### src/rtl/univ_shift_reg_if.sv
// Bundle of control, data and status signals for univ_shift_reg.
//   master  : the control sequencer side (drives ENB/DIR/S_IN/MODO/D/START/CNT,
//             observes Q/S_OUT/BUSY/DONE)
//   slave   : the shift register itself
interface univ_shift_reg_if #(
  parameter int WIDTH = 4,
  parameter int CNT_W = 4
);
  logic             ENB;    // step enable / burst pause when low
  logic             DIR;    // 0 = toward MSB, 1 = toward LSB
  logic             S_IN;   // serial input bit
  logic [1:0]       MODO;   // 00 shift, 01 rotate, 10 load, 11 hold
  logic [WIDTH-1:0] D;      // parallel load data
  logic             START;  // burst request
  logic [CNT_W-1:0] CNT;    // burst step count
  logic [WIDTH-1:0] Q;      // register contents
  logic             S_OUT;  // bit leaving the register
  logic             BUSY;   // burst in progress
  logic             DONE;   // one-cycle burst completion pulse

  modport master (
    output ENB, DIR, S_IN, MODO, D, START, CNT,
    input  Q, S_OUT, BUSY, DONE
  );

  modport slave (
    input  ENB, DIR, S_IN, MODO, D, START, CNT,
    output Q, S_OUT, BUSY, DONE
  );
endinterface

### src/rtl/univ_shift_reg.sv
// Universal WIDTH-bit shift register with a counted burst mode.
//   CLK  : clock, all state changes on the rising edge
//   RST  : synchronous, active-high reset
//   bus  : univ_shift_reg_if.slave -- step controls (ENB, DIR, S_IN, MODO, D),
//          burst controls (START, CNT) and outputs (Q, S_OUT, BUSY, DONE)
// Step mode applies one shift/rotate/load/hold per enabled edge. A START with
// MODO in {00,01} latches the operation and direction and then performs CNT
// steps on its own, one per ENB=1 edge, raising DONE for one cycle at the end.
module univ_shift_reg #(
  parameter int WIDTH = 4,
  parameter int CNT_W = 4
) (
  input  logic           CLK,
  input  logic           RST,
  univ_shift_reg_if.slave bus
);

  logic [WIDTH-1:0] q;
  logic [CNT_W-1:0] cnt_r;
  logic             busy;
  logic             done;
  logic             rot_r;   // latched MODO[0]: 0 serial shift, 1 rotate
  logic             dir_r;   // latched DIR for the burst
  logic             eff_dir;

  // One shift or rotate step; the entering bit is S_IN for a shift or the
  // bit falling off the opposite end for a rotate.
  function automatic logic [WIDTH-1:0] step_op(
    input logic [WIDTH-1:0] v,
    input logic             rot,
    input logic             dir,
    input logic             sin
  );
    logic in_bit;
    in_bit = rot ? (dir ? v[0] : v[WIDTH-1]) : sin;
    return dir ? {in_bit, v[WIDTH-1:1]} : {v[WIDTH-2:0], in_bit};
  endfunction

  always_ff @(posedge CLK) begin
    if (RST) begin
      q     <= '0;
      cnt_r <= '0;
      busy  <= 1'b0;
      done  <= 1'b0;
      rot_r <= 1'b0;
      dir_r <= 1'b0;
    end else begin
      done <= 1'b0;
      if (busy) begin
        // Burst: only ENB and S_IN are live; everything else was latched.
        if (bus.ENB && cnt_r != '0) begin
          q     <= step_op(q, rot_r, dir_r, bus.S_IN);
          cnt_r <= cnt_r - CNT_W'(1);
          if (cnt_r == CNT_W'(1)) begin
            busy <= 1'b0;
            done <= 1'b1;
          end
        end
      end else if (bus.START && !bus.MODO[1]) begin
        // Burst start edge: latch only, no shift. CNT=0 completes at once.
        rot_r <= bus.MODO[0];
        dir_r <= bus.DIR;
        cnt_r <= bus.CNT;
        if (bus.CNT != '0) busy <= 1'b1;
        else               done <= 1'b1;
      end else if (bus.ENB) begin
        case (bus.MODO)
          2'b00:   q <= step_op(q, 1'b0, bus.DIR, bus.S_IN);
          2'b01:   q <= step_op(q, 1'b1, bus.DIR, bus.S_IN);
          2'b10:   q <= bus.D;
          default: q <= q;
        endcase
      end
    end
  end

  // While a burst runs the outgoing end follows the latched direction.
  assign eff_dir   = busy ? dir_r : bus.DIR;
  assign bus.S_OUT = eff_dir ? q[0] : q[WIDTH-1];
  assign bus.Q     = q;
  assign bus.BUSY  = busy;
  assign bus.DONE  = done;

endmodule

### src/flat_wrapper.sv
// flat-port wrapper written by rule: the top's interface ports become plain ports
module univ_shift_reg_flat 
#(
  parameter int WIDTH = 4,
  parameter int CNT_W = 4
)
  (CLK, RST, bus_ENB, bus_DIR, bus_S_IN, bus_MODO, bus_D, bus_START, bus_CNT, bus_Q, bus_S_OUT, bus_BUSY, bus_DONE);
  univ_shift_reg_if #(.WIDTH(WIDTH), .CNT_W(CNT_W)) bus_i ();
  input  logic CLK;
  input  logic RST;
  input wire logic [$bits(bus_i.ENB)-1:0] bus_ENB;
  input wire logic [$bits(bus_i.DIR)-1:0] bus_DIR;
  input wire logic [$bits(bus_i.S_IN)-1:0] bus_S_IN;
  input wire logic [$bits(bus_i.MODO)-1:0] bus_MODO;
  input wire logic [$bits(bus_i.D)-1:0] bus_D;
  input wire logic [$bits(bus_i.START)-1:0] bus_START;
  input wire logic [$bits(bus_i.CNT)-1:0] bus_CNT;
  output wire logic [$bits(bus_i.Q)-1:0] bus_Q;
  output wire logic [$bits(bus_i.S_OUT)-1:0] bus_S_OUT;
  output wire logic [$bits(bus_i.BUSY)-1:0] bus_BUSY;
  output wire logic [$bits(bus_i.DONE)-1:0] bus_DONE;
  assign bus_i.ENB = bus_ENB;
  assign bus_i.DIR = bus_DIR;
  assign bus_i.S_IN = bus_S_IN;
  assign bus_i.MODO = bus_MODO;
  assign bus_i.D = bus_D;
  assign bus_i.START = bus_START;
  assign bus_i.CNT = bus_CNT;
  assign bus_Q = bus_i.Q;
  assign bus_S_OUT = bus_i.S_OUT;
  assign bus_BUSY = bus_i.BUSY;
  assign bus_DONE = bus_i.DONE;
  univ_shift_reg #(.WIDTH(WIDTH), .CNT_W(CNT_W)) u_core (.CLK(CLK), .RST(RST), .bus(bus_i));
endmodule
### config.mk
export PLATFORM = sky130hd
export DESIGN_NAME = univ_shift_reg_flat
export DESIGN_NICKNAME = d
export VERILOG_FILES = /design/src/rtl/univ_shift_reg_if.sv /design/src/rtl/univ_shift_reg.sv /design/src/flat_wrapper.sv
export SDC_FILE = /design/constraint.sdc
export NUM_CORES = 1
export LEC_CHECK = 0
export CAP_MARGIN = 40
export CORE_UTILIZATION = 40
export DETAILED_ROUTE_END_ITERATION = 8
export PLACE_DENSITY = 0.72
export SKIP_LAST_GASP = 1
export SYNTH_ARGS = -nofsm -noshare
export SYNTH_HDL_FRONTEND = slang
export SYNTH_SLANG_ARGS = --single-unit
### constraint.sdc
create_clock -name CLK -period 1.4 [get_ports CLK]
set_clock_uncertainty 0.05 [all_clocks]
set_input_delay 0.21 -clock CLK [delete_from_list [all_inputs] [get_ports CLK]]
set_output_delay 0.21 -clock CLK [all_outputs]
set_load 0.01 [all_outputs]
# == Word level (Yosys, flattened, before mapping) ==
# Index checks and enable logic that the tools add are counted.
# totals
regBits,12
out_inout_bits,7
in_bits,16
# op_classes
add_sub_neg,1
eq_ne,5
muxes,26
bitwise,1
n_reduce_logical,12
# ops
cell,count
two-way mux 4 bit,10
two-way mux 1 bit,15
one-hot mux 4 bit (3 select lines),1
nonzero test 4 bit,3
"equality test 4 x 1 -> 1 bit, second input constant",1
AND reduction 2 bit,2
AND reduction 4 bit,1
nonzero test 2 bit,2
"subtractor 4 x 1 -> 4 bit, second input constant",1
"equality test 2 x 1 -> 1 bit, second input constant",1
"equality test 2 bit, second input constant",1
logical AND 1 bit,2
zero test 2 bit,1
"!= test 2 x 1 -> 1 bit, second input constant",1
"!= test 2 bit, second input constant",1
zero test 1 bit,1
inverter 1 bit,1

# == Longest topological paths before layout ==
# depth
ltp_word,6
ltp_mapped,7

# == Worst setup path after synthesis ==
# Ideal clock, no wire load.
# synth_path
path_kind,input -> register
start,in bus_MODO[0]
end,reg u_core.q[3] (netlist: u_core.bus.Q[3])
slack_ns,-0.055
n_path_buf,1
stages,7
arrival_ns,1.314
setup_time_ns,0.091
t_required_ns,1.259
cell_sequence,inv_1 > ha_1 > buf_2 > nor2b_1 > o31ai_1 > o21bai_1 > a311oi_1
# synth_between
elab_chain_cells,5
elab_cells_between_ends,9
cone_classes,eq/ne: 2; mux: 4; reduce/logical: 3
# synth_rtl
element,line,source
start: declaration,flat_wrapper.sv:14,input wire logic [$bits(bus_i.MODO)-1:0] bus_MODO;
equality test 2 bit (tied with other cells),univ_shift_reg.sv:67,case (bus.MODO)
one-hot mux 4 bit (3 select lines),univ_shift_reg.sv:67,
two-way mux 4 bit,univ_shift_reg.sv:66,end else if (bus.ENB) begin
two-way mux 4 bit,univ_shift_reg.sv:59,end else if (bus.START && !bus.MODO[1]) begin
two-way mux 4 bit,univ_shift_reg.sv:49,if (busy) begin
end signal: assignment,univ_shift_reg.sv:52,"q <= step_op(q, rot_r, dir_r, bus.S_IN);"
end signal: assignment,univ_shift_reg.sv:68,"2'b00: q <= step_op(q, 1'b0, bus.DIR, bus.S_IN);"
end signal: assignment,univ_shift_reg.sv:69,"2'b01: q <= step_op(q, 1'b1, bus.DIR, bus.S_IN);"
end: declaration,univ_shift_reg.sv:18,logic [WIDTH-1:0] q;
# Parallel ways exist; a longest one is shown, timed or not. The select of a mux whose other input is x is not followed.
# A chain may end at the register's enable or synchronous reset.

# == Final worst setup path ==
# layout_path
start,reg u_core.busy (netlist: u_core.bus.BUSY)
end,out bus_S_OUT
# layout_between
elab_chain_cells,2
# layout_rtl
element,line,source
start: declaration,univ_shift_reg.sv:20,logic busy;
start signal: assignment,univ_shift_reg.sv:43,busy <= 1'b0;
start signal: assignment,univ_shift_reg.sv:55,busy <= 1'b0;
start signal: assignment,univ_shift_reg.sv:64,if (bus.CNT != '0) busy <= 1'b1;
two-way mux 1 bit,univ_shift_reg.sv:78,assign eff_dir = busy ? dir_r : bus.DIR;
two-way mux 1 bit,univ_shift_reg.sv:79,assign bus.S_OUT = eff_dir ? q[0] : q[WIDTH-1];
end: declaration,flat_wrapper.sv:19,output wire logic [$bits(bus_i.S_OUT)-1:0] bus_S_OUT;
# Every way passes these cells.

==> impl_results.md <==
* Status: complete, but fails checks
* Violated checks: negative setup slack
* IO Port Bufs at 22
* Comb pwr share at 43.1%
* FF+latch count, synth at 12
* DR DRC count at 0
* Detail Placement HPWL at 1.88 mm
* CTS H-tree depth at 1
* Max_cap viols at 0
* Critical Path RT at 1140 ps
* Commonest non-fill, non-tap cell in the layout: buf_4
* Post-Syn Nets at 136
* Kind of critical path: reg -> out
* Row count at 17
* Deepest clock path buffer count at 2
* Final ANT Viol Nets at 0
* Mapped Avg Cell Area at 8.22 um^2
* Critical Path End: bus_S_OUT
* Slew @ Worst Pin at 396 ps
* Reg2Reg Depth at 6
* P_int at 811 uW
* Clk pin slew, worst setup/hold paths at 90 ps
* Max VDD drop at 529 uV
* Die footprint at 2540 um^2
* Horiz. Die Dim at 50.4 um
* TritonCTS clock tree: built
* Yosys top cell area share at 25.6%
* Final setup fails at 9
* DRT Wirelength at 3.03 mm
* Psw at 392 uW
* Core area at 2210 um^2
* Net Sw Frac at 32.6%
* Tmin final at 1600 ps
* Post-Synthesis Cell Area at 937 um^2
* Area Overhead vs Synth at 71.6%
* First-pass GRT wire length at 4.47 mm
* Tcrit/Tclk final at 114%
* Final hold vios at 0
* Reg-to-reg endpoint: u_core.bus.Q[2]
* R2r setup slk at -170 ps
* P per Cell Area at 748 nW/um^2
* Worst Setup SP: u_core.bus.BUSY
* Largest net degree at the start of global routing at 22
* Pins Over Slew Limit at 0
* Setup crit end kind: primary output
* Hold_buf cts at 0
* Hold slack final at 404 ps
* Clock Root Buffer: clkbuf_4
* Gr usage total at 22.9%
* Worst min path class: in -> reg
* Initial Util at 42.4%
* Final core occ at 72.7%
* DRT Pass-1 Iters at 4
* Total CTS buffers at 3
* Reg power frac at 32.5%
* Slew HR at 73.6%
* CP Max Fanout at 3
* Initial antenna violation count at 0
* Leak Pwr at 0.641 nW
* Die Y at 50.4 um
* # fillers at 178
* Clock latency on the worst-skew pair at 280 ps
* Number of global-route vias before repair at 1059
* N_diodes at 0
* Via-to-Cell Ratio at 5.52
* Synth area leader: dfxtp_1
* Gp weighted congestion at 0.840
* Routed WL per cell at 15.9 um
* Achievable Freq at 625 MHz
* Dpl cells at 181
* Global route overflow at 0
* Drt initial violations at 22
* Synth Instances at 114
* Io pins at 23
* Netlist cell types at 39
* Non-Filler Instances at 190
* Sink Count at 12
* Final Power at 1.20 mW
* Final setup margin at -201 ps
* Reg-to-reg startpoint: u_core.cnt_r[1]
* Most frequent cells in the layout: buf_4 (24), clkdlybuf4s50_1 (13), nand2_1 (9)
* Vias at 1048
* Fraction of layout cells with a size suffix above 1 at 41.4%
* Worst Hold Launch: bus_MODO[0]
* Register area share after synthesis at 25.6%
* Critical Path AT at 1340 ps
* Worst Setup Start Kind: register
* Synthesis warning total at 0
* Nets at 185
* Clk pwr share at 24.4%
* RSZ-0062 raised after global routing: yes
* Top post-synthesis cells by area: dfxtp_1 (26%), mux2i_1 (9.6%), ha_1 (8.0%), a21oi_1 (4.3%), nand2_1 (4.0%)
==> power groups by stage <==
| stage | logic (mW) | registers [mW] | clock network [mW] |
|---|---|---|---|
| after floorplan | 0.218 | 0.405 | 0 |
| after global placement | 0.405 | 0.393 | 0 |
| after detailed placement | 0.416 | 0.393 | 0 |
| after CTS | 0.449 | 0.387 | 0.294 |
| after global routing | 0.558 | 0.393 | 0.309 |
| final | 0.518 | 0.391 | 0.293 |
==> through the flow <==
stage          setup WS [ps]  setup TNS (ps)  area [um^2]
6_report                -201           -1160         1610
5_1_grt                 -263           -1890         1610
4_1_cts                 -188            -829         1480
3_5_place_dp            -632           -4600         1370
3_3_place_gp            -612           -4370         1370
2_1_floorplan           11.1               0          978
==> synth_stat cells <==
cell       number
a211oi_1        1
a21boi_0        1
a21o_1          1
a21oi_1         8
a2bb2oi_1       1
a311oi_1        2
a31o_1          1
a31oi_1         2
and2_1          1
buf_2           3
buf_4           1
clkbuf_1        2
dfxtp_1        12
ha_1            6
inv_1           8
mux2_2          1
mux2i_1         9
nand2_1        10
nand2_2         1
nand2b_1        3
nand2b_4        1
nand3_1         6
nor2_1          6
nor2b_1         3
nor3_1          2
nor3b_2         1
nor3b_4         1
nor4_1          1
o211ai_1        2
o21ai_0         4
o21ai_1         2
o21ba_1         1
o21bai_1        3
o22ai_1         1
o31ai_1         1
o32ai_4         1
o41ai_1         1
or2_1           2
xnor2_1         1
==> registers in the layout, summed over array words and instances (netlist names) <==
| name | cells |
|---|---|
| u_core.rot_r | 1 |
| u_core.bus.BUSY | 1 |
| u_core.bus.Q | 4 |
| u_core.cnt_r | 4 |
| u_core.bus.DONE | 1 |
| u_core.dir_r | 1 |
==> logic make-up after synthesis <==
group	after synthesis	synth area share, %
simple gates	38	22.8
mux	10	10.8
compound gates	33	25.4
xor+xnor	1	0.935
fa+ha+maj	6	8.01
flops	12	25.6
buf+inv	14	6.41
==> timing repair <==
action,in CTS,in global routing
setup endpoints to repair,15,15
resized for setup,25,22
cloned,0,1
pin swaps,12,10
setup buffers,4,1
==> layout make-up <==
cell class              count  area (um^2)  area share [%]
well taps                  28         35.0            2.18
multi-input cells          88          792            49.3
repair buffers             50          465            28.9
inverters                   8         30.0            1.87
clock buffers               4         36.3            2.26
flip-flops and latches     12          249            15.5
==> worst min path at each step <==
stage	end	slack [ps]	cells after the start
after CTS	u_core.rot_r	390	4
after global placement	u_core.rot_r	490	2
final	u_core.rot_r	400	4
after detailed placement	u_core.rot_r	500	2
after global routing	u_core.rot_r	440	4
after floorplan	u_core.cnt_r[0]	300	2
==> critical path, cell delays in order (launching register included) <==
cell and delay, ps:
dfxtp_4 400, mux2i_4 230, mux2_4 320, buf_6 120
==> metal layers <==
layer | GRT usage [%] | wire (um) | up-vias
met5 | 0 | 0 | -
met4 | 8.33 | 54 | 0
met3 | 2.73 | 146 | 6
met2 | 39.8 | 1560 | 38
met1 | 28.6 | 1270 | 500
li1 | - | - | 504
(Power assumes the default switching activity.)
